<file path="config.mk">
export PLATFORM = sky130hd
export DESIGN_NAME = sum_uart_reporter
export DESIGN_NICKNAME = d
export VERILOG_FILES = /design/src/rtl/sum_uart_reporter.sv
export SDC_FILE = /design/constraint.sdc
export NUM_CORES = 1
export LEC_CHECK = 0
export CAP_MARGIN = 10
export CELL_PAD_IN_SITES_DETAIL_PLACEMENT = 1
export CELL_PAD_IN_SITES_GLOBAL_PLACEMENT = 2
export CORE_MARGIN = 5
export CORE_UTILIZATION = 38
export CTS_BUF_LIST = sky130_fd_sc_hd__clkbuf_4
export DETAILED_ROUTE_END_ITERATION = 16
export GPL_TIMING_DRIVEN = 0
export PLACE_DENSITY_LB_ADDON = 0.1
export SETUP_SLACK_MARGIN = 0.5
export SLEW_MARGIN = 20
export SYNTH_ARGS = -nofsm -noshare
export SYNTH_HDL_FRONTEND = slang
export SYNTH_SLANG_ARGS = --single-unit
</file>
<file path="constraint.sdc">
create_clock -name clk -period 5.4 [get_ports clk]
set_input_delay 0.81 -clock clk [delete_from_list [all_inputs] [get_ports clk]]
set_output_delay 0.81 -clock clk [all_outputs]
set_load 0.1 [all_outputs]
</file>
<file path="src/rtl/sum_uart_reporter.sv">
// sum_uart_reporter: latches two operands on active-low strobes, keeps their
// registered sum, and reports that sum over a UART as an uppercase hex line
// ("HH..\r\n", 8N1). Requests that arrive while a frame is on the wire are
// merged into one follow-up frame, which carries the sum current at its LOAD.
//
// Handshake: there is no valid/ready pair. A capture event is a one-cycle
// falling edge of a synchronized strobe. With uart_tx_en=1 it sets a sticky
// pending flag. The serializer consumes pending in LOAD.
module sum_uart_reporter #(
  parameter int DATA_W       = 4,
  parameter int CLKS_PER_BIT = 434
) (
  input  logic              clk,
  input  logic              reset_n,
  input  logic              save_a_n,
  input  logic              save_b_n,
  input  logic [DATA_W-1:0] data_input,
  input  logic              uart_tx_en,
  output logic              uart_txd,
  output logic              uart_tx_busy,
  output logic [DATA_W:0]   sum
);

  localparam int NDIG = (DATA_W + 1 + 3) / 4;
  localparam int PADW = NDIG * 4;
  localparam int BW   = (CLKS_PER_BIT > 1) ? $clog2(CLKS_PER_BIT) : 1;
  localparam int CW   = $clog2(NDIG + 2);
  localparam logic [BW-1:0] BAUD_LAST = BW'(CLKS_PER_BIT - 1);
  localparam logic [CW-1:0] CHAR_CR   = CW'(NDIG);
  localparam logic [CW-1:0] CHAR_LAST = CW'(NDIG + 1);

  typedef enum logic [2:0] {S_IDLE, S_LOAD, S_START, S_DATA, S_STOP} state_t;

  // ASCII code for character idx of a frame carrying val.
  function automatic logic [7:0] char_at(input logic [CW-1:0] idx,
                                         input logic [DATA_W:0] val);
    logic [PADW-1:0] pad;
    logic [3:0]      nib;
    int              sh;
    pad = PADW'(val);
    sh  = 0;
    nib = 4'h0;
    if (idx == CHAR_CR) begin
      char_at = 8'h0D;
    end else if (idx == CHAR_LAST) begin
      char_at = 8'h0A;
    end else begin
      sh  = 4 * (NDIG - 1 - int'(idx));
      nib = 4'(pad >> sh);
      char_at = (nib < 4'd10) ? (8'h30 + {4'h0, nib}) : (8'h37 + {4'h0, nib});
    end
  endfunction

  logic              r_a_s1, r_a_s2, r_a_hist;
  logic              r_b_s1, r_b_s2, r_b_hist;
  logic [DATA_W-1:0] r_a, r_b;
  logic [DATA_W:0]   r_sum;
  logic [DATA_W:0]   r_frame;
  logic              r_pending;
  state_t            r_state, w_state_next;
  logic [BW-1:0]     r_baud_cnt;
  logic [2:0]        r_bit_idx;
  logic [CW-1:0]     r_char_idx;
  logic [7:0]        r_shift;

  logic              w_a_evt, w_b_evt, w_baud_done;
  logic [CW-1:0]     w_char_next;

  assign w_a_evt     = r_a_hist & ~r_a_s2;
  assign w_b_evt     = r_b_hist & ~r_b_s2;
  assign w_baud_done = (r_baud_cnt == BAUD_LAST);
  assign w_char_next = r_char_idx + CW'(1);
  assign sum         = r_sum;

  // Two-flop synchronizers plus history flop; reset high so release is quiet.
  always_ff @(posedge clk or negedge reset_n) begin
    if (!reset_n) begin
      r_a_s1 <= 1'b1; r_a_s2 <= 1'b1; r_a_hist <= 1'b1;
      r_b_s1 <= 1'b1; r_b_s2 <= 1'b1; r_b_hist <= 1'b1;
    end else begin
      r_a_s1 <= save_a_n; r_a_s2 <= r_a_s1; r_a_hist <= r_a_s2;
      r_b_s1 <= save_b_n; r_b_s2 <= r_b_s1; r_b_hist <= r_b_s2;
    end
  end

  // Operand capture and registered full-carry sum.
  always_ff @(posedge clk or negedge reset_n) begin
    if (!reset_n) begin
      r_a   <= '0;
      r_b   <= '0;
      r_sum <= '0;
    end else begin
      if (w_a_evt) r_a <= data_input;
      if (w_b_evt) r_b <= data_input;
      r_sum <= {1'b0, r_a} + {1'b0, r_b};
    end
  end

  // Sticky frame request; a capture in the LOAD cycle wins over the clear.
  always_ff @(posedge clk or negedge reset_n) begin
    if (!reset_n) begin
      r_pending <= 1'b0;
    end else if (!uart_tx_en) begin
      r_pending <= 1'b0;
    end else if (w_a_evt || w_b_evt) begin
      r_pending <= 1'b1;
    end else if (r_state == S_LOAD) begin
      r_pending <= 1'b0;
    end
  end

  // Serializer state register.
  always_ff @(posedge clk or negedge reset_n) begin
    if (!reset_n) r_state <= S_IDLE;
    else          r_state <= w_state_next;
  end

  // Serializer next-state and line outputs.
  always_comb begin
    w_state_next = r_state;
    uart_txd     = 1'b1;
    uart_tx_busy = 1'b0;
    unique case (r_state)
      S_IDLE: begin
        if (r_pending) w_state_next = S_LOAD;
      end
      S_LOAD: begin
        w_state_next = S_START;
      end
      S_START: begin
        uart_txd     = 1'b0;
        uart_tx_busy = 1'b1;
        if (w_baud_done) w_state_next = S_DATA;
      end
      S_DATA: begin
        uart_txd     = r_shift[0];
        uart_tx_busy = 1'b1;
        if (w_baud_done && (r_bit_idx == 3'd7)) w_state_next = S_STOP;
      end
      S_STOP: begin
        uart_tx_busy = 1'b1;
        if (w_baud_done) begin
          w_state_next = (r_char_idx == CHAR_LAST) ? S_IDLE : S_START;
        end
      end
      default: w_state_next = S_IDLE;
    endcase
  end

  // Bit timing, bit/char counters, snapshot and character shift register.
  always_ff @(posedge clk or negedge reset_n) begin
    if (!reset_n) begin
      r_baud_cnt <= '0;
      r_bit_idx  <= '0;
      r_char_idx <= '0;
      r_shift    <= 8'hFF;
      r_frame    <= '0;
    end else begin
      unique case (r_state)
        S_LOAD: begin
          r_frame    <= r_sum;
          r_char_idx <= '0;
          r_shift    <= char_at('0, r_sum);
          r_baud_cnt <= '0;
          r_bit_idx  <= '0;
        end
        S_START: begin
          r_baud_cnt <= w_baud_done ? '0 : r_baud_cnt + BW'(1);
        end
        S_DATA: begin
          if (w_baud_done) begin
            r_baud_cnt <= '0;
            r_bit_idx  <= r_bit_idx + 3'd1;
            r_shift    <= {1'b0, r_shift[7:1]};
          end else begin
            r_baud_cnt <= r_baud_cnt + BW'(1);
          end
        end
        S_STOP: begin
          if (w_baud_done) begin
            r_baud_cnt <= '0;
            if (r_char_idx != CHAR_LAST) begin
              r_char_idx <= w_char_next;
              r_shift    <= char_at(w_char_next, r_frame);
            end
          end else begin
            r_baud_cnt <= r_baud_cnt + BW'(1);
          end
        end
        default: begin
          r_baud_cnt <= '0;
        end
      endcase
    end
  end

endmodule

</file>
* After elaboration in Yosys (flattened, before gate mapping)
Index checks and enable logic that the tools add are counted.
** Operators by class
- Add/sub/neg operators :: 9
- Multipliers :: 0
- Div/mod/pow operators :: 0
- Magnitude comparators :: 2
- Eq/ne operators :: 17
- Shift operators :: 1
- Multiplexer cells :: 26
- Bitwise logic cells :: 4
- Reductions and logical operators :: 11
** Operators with widths (count)
- right shift 5 x 32 -> 4 bit :: 1
- 2-to-1 mux 7 bit :: 4
- 2-to-1 mux 8 bit :: 3
- case mux 8 bit (3 select lines) :: 1
- 2-to-1 mux 9 bit :: 2
- 2-to-1 mux 3 bit :: 5
- case mux 3 bit (5 select lines) :: 1
- adder 6 x 1 -> 7 bit, first input constant :: 2
- adder 6 x 4 -> 7 bit, first input constant :: 2
- != test 2 bit, second input constant :: 7
- adder 9 x 1 -> 9 bit, second input constant :: 1
- equality test 9 bit, second input constant :: 1
- AND reduction 4 bit :: 2
- equality test 2 bit, second input constant :: 3
- equality test 3 x 2 -> 1 bit, second input constant :: 2
- equality test 3 bit, second input constant :: 2
- 2-to-1 mux 2 bit :: 3
- case mux 3 bit (2 select lines) :: 1
- adder 4 x 4 -> 5 bit :: 1
- less-than comparator 1 x 4 -> 1 bit, second input constant :: 1
- less-than comparator 4 bit, second input constant :: 1
- 2-to-1 mux 1 bit :: 4
- case mux 2 bit (2 select lines) :: 1
- nonzero test 2 bit :: 2
- 15 further kinds :: 17
** Storage, ports and cells
- Bits in registers :: 50
- Latch bits :: 0
- Bits in writable memories :: 0
- ROM bits :: 0
- Output and inout bits :: 7
- Memories kept :: 0

* Longest topological paths before layout
Gate-level depths: netlist of the first run.
- Depth in word-level cells :: 10
- Gate-level depth with buffers :: 7
- Gate-level depth less buffers :: 6

* Least setup slack after synthesis of the first run
Ideal clock, no wire load.
- Path kind :: register to output
- Start :: register r_state[2]
- End :: output port uart_tx_busy
- Arrival :: 1544 ps
- Data required time :: 4590 ps
- Path slack :: 3046 ps
- Stages on the path, launching flop included :: 4
- Path buffers :: 1
- Cells stage by stage :: dfrtp_1 -> or3b_1 -> buf_2 -> nand2_1
** On the way
- Cells in the longest elaborated chain, start to end :: 3
- Elaborated cells between the ends (all ways) :: 5
- Classes of those cells :: eq/ne: 3; mux: 1; reduce/logical: 1
** RTL lines
- start, declared :: line 60 : state_t r_state, w_state_next;
- start signal, assigned :: line 115 : else r_state <= w_state_next;
- equality test 3 bit / equality test 3 x 2 -> 1 bit (equally long branches) :: line 123 : unique case (r_state)
- OR reduction 3 bit (no source line) *
- 2-to-1 mux 1 bit * :: line 123
- end, declared :: line 20 : output logic uart_tx_busy,
Mark *: on every way between the ends. The rest lies on a longest branch, timed or not.

* Final worst setup path of the first run
Same ends and word-level chain as after synthesis.

==> results.cfg, run 1 <==
[place]
buffers_added_on_ports = 15
detailed_place_hpwl_mm = 3.76
gpl.final_weighted_congestion = 0.725

[yosys]
synth_most_common_cell = dfrtp_1
yosysWarningCount = 0
ys_types = 50
yosys.area.top_type_share = 0.369
synthesis.instances = 207
synth-edff-count = 0
yosys_register_bits = 50
synth_top_cell_by_area = dfrtp_1
post_synth_instance_area_sq_um = 2440
ys_dominant_reg_cell = dfrtp_1
synth_sequential_area_ratio = 0.519
synth_async_sr_flop_share = 1.00
post_synth_most_frequent_cells = dfrtp_1 (36), dfstp_2 (14), mux2_2 (13)
syn_avg_cell_area_sq_um = 11.8
synth.top_cells.by_area = dfrtp_1 (37%), dfstp_2 (15%), mux2_2 (6.0%)
syn_nets = 228

[cells_and_area]
antenna-diode-count = 0
final_net_count = 251
post_route_cells_drive_above_1_share = 0.221
area_growth_pct = 13.1

[clocking]
tritoncts.num_buffers = 5
cts_num_sinks = 50
cts_tree = built
cts_repair_resize_count = 0
clock_insertion_delay_worst_skew_ps = 370
cts_hold_buffers = 0
cts_root_buf = clkbuf_4
clock_pin_slew_reported_for_the_worst_setup_and_hold_paths_after_clock_tree_synthesis_ps = 160
clock_tree.buffer_depth = 2
cts.htree.levels = 2
postCtsSetupRepairBufs = 0

[drt]
drt_pass1_iterations = 4
route.detailed.drc = 0
wl_per_cell_microns = 16.0
via_density_per_instance = 5.18
drtAntennaViolNets = 0
dr.first_iter.drc_count = 30
vias_after_detailed_routing = 1596
routed_wl_mm = 4.92

[timing]
layout_worst_path_cycle_share = 0.630
tns_ps = 0
achievable_freq_ghz = 0.294
worst_slew_pin_slew_ps = 974
hold_viol_final = 0
final-max-slew-violation-count = 0
report.final.setup_viol = 0
timing.slew.headroom = 0.349
grt_setup_unrepaired = false
final_worst_path_period_need_ps = 3400
skew_ps = 19.6

[floorplanning]
std_cell_core_area_sq_um = 6310
die_h_microns = 90.2
floorplan.die.width_microns = 90.2
num_rows = 29
die-area_sq_um = 8130
initial_core_util = 0.387
ioPinCount = 16

[power]
power-per-cell-area_nw_per_um2 = 431
report.power.total_mw = 1.19
power_frac_comb = 0.383
power_leakage_nw = 1.19
p_int_mw = 0.713
sw_frac_of_total = 0.401
netSwitchingPower_mw = 0.477
power.ir.vdd_worst_mv = 0.200
share_clk_of_total_power = 0.147
power.share.sequential = 0.470

[outcome]
status = completed

[grt]
wire_length_of_the_first_global_routing_pass_mm = 8.59
antenna_violations_before_repair = 0
grt_usage = 0.131
number_of_global_route_vias_before_repair = 1775
grt.overflow.total = 0
largest_net_degree_at_the_start_of_global_routing = 36

[setup_path]
reg2reg_to = r_shift[4]
ff2ff_setup_slack_ps = 3240
crit_path_start_kind = flop
critical_path.max_stage_delay_ps = 1120
critical_path_depth = 4
crit_fanout = 9
worst_setup_path_end_kind = primary output
path_cells = or3b_1, buf_2, nand2_1, clkdlybuf4s50_1
worst-endpoint-required_ps = 4590
worstSetupPathType = reg2out
critical-path-slowest-cell = clkdlybuf4s50_1
data_arrival_time_at_the_worst_slack_endpoint_ps = 2590
critical-path-top-delay-family = buffers and inverters
reg2regPathDepth = 6
startpoint_of_the_worst_slack_reg_to_reg_timing_path = r_state[2]
cp.buffers_inverters = 2

[worst_hold_path]
worstHoldPathType = in2async

[run]
cap_violations = 0
## cells in the final DEF, fill, tap and decap left out, drive strengths merged, types with 4 or more instances in the layout
cell           synthesis  final
nor2                  11     11
clkbuf                 2      7
ha                    11     11
xnor2                  6      6
mux2                  18     18
dfrtp                 36     36
dfstp                 14     14
inv                   12     13
a22o                   6      6
nand2b                 4      4
o21ai                 10     10
nand2                 12     12
clkdlybuf4s50          0     14
buf                    5      7
nor2b                  5      5
nand3                  6      6
## registers in the layout (all words and copies together), names as in the netlist
register,flops
r_frame,5
r_char_idx,2
r_b_hist,1
r_a_s1,1
sum,5
r_a_s2,1
r_shift,8
r_b_s1,1
r_pending,1
r_b,4
r_b_s2,1
r_a_hist,1
r_baud_cnt,9
r_state,3
r_bit_idx,3
r_a,4
## worst max-delay path by stage
stage                           from            to  slack [ps]
after floorplan           r_state[2]  uart_tx_busy        3050
after global placement       reset_n        r_a[2]        2170
after detailed placement  r_state[2]  uart_tx_busy        2390
after CTS                 r_state[2]  uart_tx_busy        1950
after global routing      r_state[2]  uart_tx_busy        1850
final                     r_state[2]  uart_tx_busy        2000
## logic make-up (layout without fill, tap and decap cells)
group / Yosys count / in the layout / share of synthesized area
buf+inv: 19 / 43 / 0.0343
mux: 21 / 21 / 0.103
flops: 50 / 50 / 0.519
simple gates: 60 / 60 / 0.135
xor+xnor: 8 / 8 / 0.0287
fa+ha+maj: 12 / 12 / 0.0645
compound gates: 37 / 37 / 0.115
## power by group through the flow
stage	registers, mW	logic [mW]	clock network (mW)
global route	0.571	0.494	0.204
finish	0.559	0.456	0.175
CTS	0.559	0.465	0.188
floorplan	0.652	0.252	0
detailed placement	0.566	0.463	0
global placement	0.560	0.452	0
## area by class of cell
cell class	instances	area, sq um
fillers	712	3550
flip-flops and latches	50	1270
multi-input cells	138	1090
repair buffers	16	165
well taps	77	96.3
inverters	12	45.0
plain buffers	7	38.8
clock buffers	5	37.5
clock inverters	3	20.0
## stage by stage
stage               hold WS [ps]  cell area [sq um]   util  worst slack [ps]  instances
global route                 330               2760  0.437              1850        308
floorplan                    345               2440      -              3050        207
CTS                          335               2760  0.437              1950        308
finish                       337               2760  0.437              2000        308
global placement             348               2690  0.426              2170        299
detailed placement           347               2700  0.428              2390        300
## routing by layer
metal | vias to the layer above | routed length [microns] | track usage
li1 | 768 | - | -
met1 | 801 | 2200 | 0.154
met2 | 20 | 2480 | 0.227
met3 | 7 | 159 | 0.0351
met4 | 0 | 76 | 0.0509
met5 | - | 0 | 0
(Power assumes the default switching activity.)
==> run 2, diff against run 1 <==
- clock period: 5.4 -> 3.3 ns (I/O delays scaled with it)
==> results.cfg, run 2 (synthesis gave the netlist of run 1 again) <==
[outcome]
status = completed

[setup_path]
critical_path.max_stage_delay_ps = 840
path_cells = buf_2, and2b_1, nand2_1, dlygate4sd2_1
crit_path_start_kind = flop
data_arrival_time_at_the_worst_slack_endpoint_ps = 2030
startpoint_of_the_worst_slack_reg_to_reg_timing_path = r_state[2]
cp.buffers_inverters = 2
critical-path-slowest-cell = dlygate4sd2_1
crit_fanout = 10
timing.critical_path.from = r_state[1]
worst_setup_path_end_kind = primary output
critical-path-top-delay-family = buffers and inverters
worstSetupPathType = reg2out
worst-endpoint-required_ps = 2800

[power]
sw_frac_of_total = 0.402
p_int_mw = 1.16
power_leakage_nw = 1.19
power-per-cell-area_nw_per_um2 = 705
netSwitchingPower_mw = 0.781
power_frac_comb = 0.381
power.share.sequential = 0.471
share_clk_of_total_power = 0.148
power.ir.vdd_worst_mv = 0.326

[clocking]
cts_hold_buffers = 0
clock_pin_slew_reported_for_the_worst_setup_and_hold_paths_after_clock_tree_synthesis_ps = 160
cts_tree = built
tritoncts.num_buffers = 5
clock_tree.buffer_depth = 2
clock_insertion_delay_worst_skew_ps = 370
cts.htree.levels = 2
cts_num_sinks = 50
cts_root_buf = clkbuf_4

[timing]
layout_worst_path_cycle_share = 0.764
skew_ps = 19.6
timing.slew.headroom = 0.349
worst_slew_pin_slew_ps = 974
final-max-slew-violation-count = 0
postLayoutSetupSlackWorst_ps = 778
grt_setup_unrepaired = false
report.final.setup_viol = 0
achievable_freq_ghz = 0.397
hold_viol_final = 0
final_worst_path_period_need_ps = 2520
tns_ps = 0

[drt]
dr.first_iter.drc_count = 30
route.detailed.drc = 0
drtAntennaViolNets = 0
drt_pass1_iterations = 4
via_density_per_instance = 5.18
vias_after_detailed_routing = 1596
wl_per_cell_microns = 16.0
routed_wl_mm = 4.91

[place]
gpl.final_weighted_congestion = 0.725
detailed_place_hpwl_mm = 3.76
dp_worst_setup_slack_ps = 608
dpl.cell_count = 300
buffers_added_on_ports = 15

[cells_and_area]
multi_input_comb_area_sq_um = 1090
fillers = 713
final_net_count = 251
antenna-diode-count = 0
most_frequent_standard_cell_in_the_layout_excluding_fill_and_tap_cells = dfrtp_1
regMostFlops = r_baud_cnt
regArea_sq_um = 1270
largest_register_ffs = 9
area_growth_pct = 12.8
largestRegisters = r_baud_cnt (9), r_shift (8)
mostFrequentLayoutCells = dfrtp_1 (36), dfstp_2 (14), mux2_2 (13)
finish.cell_count_without_fillers = 308
post_route_cells_drive_above_1_share = 0.225

[run]
cap_violations = 0

[floorplanning]
ioPinCount = 16
floorplan.die.width_microns = 90.2
initial_core_util = 0.387
die-area_sq_um = 8130
num_rows = 29
die_h_microns = 90.2
std_cell_core_area_sq_um = 6310

[grt]
largest_net_degree_at_the_start_of_global_routing = 36
grt_usage = 0.131
antenna_violations_before_repair = 0
number_of_global_route_vias_before_repair = 1775
grt.overflow.total = 0
wire_length_of_the_first_global_routing_pass_mm = 8.59

[worst_hold_path]
worstHoldPathType = in2async
-- run 2: cell types whose count changed in the layout (fill, tap and decap cells not counted) --
cell / delta
clkbuf_2: +1
dlygate4sd2_1: +1
clkdlybuf4s50_1: -2
-- run 2: power by group through the flow --
stage | registers [mW] | logic (mW) | clock network, mW
2_1_floorplan | 1.07 | 0.413 | 0
3_3_place_gp | 0.917 | 0.739 | 0
3_5_place_dp | 0.927 | 0.757 | 0
4_1_cts | 0.915 | 0.755 | 0.308
5_1_grt | 0.935 | 0.802 | 0.334
6_report | 0.915 | 0.740 | 0.286
-- run 2: worst paths after layout --
| check | slack (ps) | endpoint | cells past startpoint |
|---|---|---|---|
| max in group asynchronous | 2680 | r_a_s2 | 2 |
| hold reg to reg | 370 | r_b_s2 | 0 |
| hold / removal | 20 | r_frame[2] | 1 |
| min in group clk | 370 | r_b_s2 | 0 |
| setup / recovery | 780 | uart_txd | 4 |
| setup reg to reg | 1140 | r_shift[4] | 6 |
-- run 2: cell type report --
class / instances / share of cell area
Buffer: 7 / 0.0141
Clock buffer: 5 / 0.0136
Clock inverter: 3 / 0.00727
Inverter: 12 / 0.0163
Multi-Input combinational cell: 138 / 0.396
Sequential cell: 50 / 0.460
Tap cell: 77 / 0.0350
Timing Repair Buffer: 16 / 0.0577
-- run 2: through the flow --
| step | hold WS [ps] | power [mW] | instance area (sq um) | utilization |
|---|---|---|---|---|
| global route | 14.8 | 2.07 | 2760 | 0.436 |
| global placement | 348 | 1.66 | 2690 | 0.426 |
| finish | 22.0 | 1.94 | 2760 | 0.436 |
| detailed placement | 347 | 1.68 | 2700 | 0.428 |
| CTS | 19.6 | 1.98 | 2760 | 0.437 |
| floorplan | 199 | 1.48 | 2440 | - |
-- run 2: routing by layer --
layer	routed length (microns)	GRT usage	vias up
li1	-	-	768
met1	2200	0.154	801
met2	2480	0.227	20
met3	159	0.0351	7
met4	76	0.0509	0
met5	0	0	-
-- run 2: what timing repair did --
| item | CTS | global route |
|---|---|---|
| setup endpoints to repair | 2 | 1 |
| buffers inserted | 0 | 0 |
| gates resized for setup | 3 | 1 |
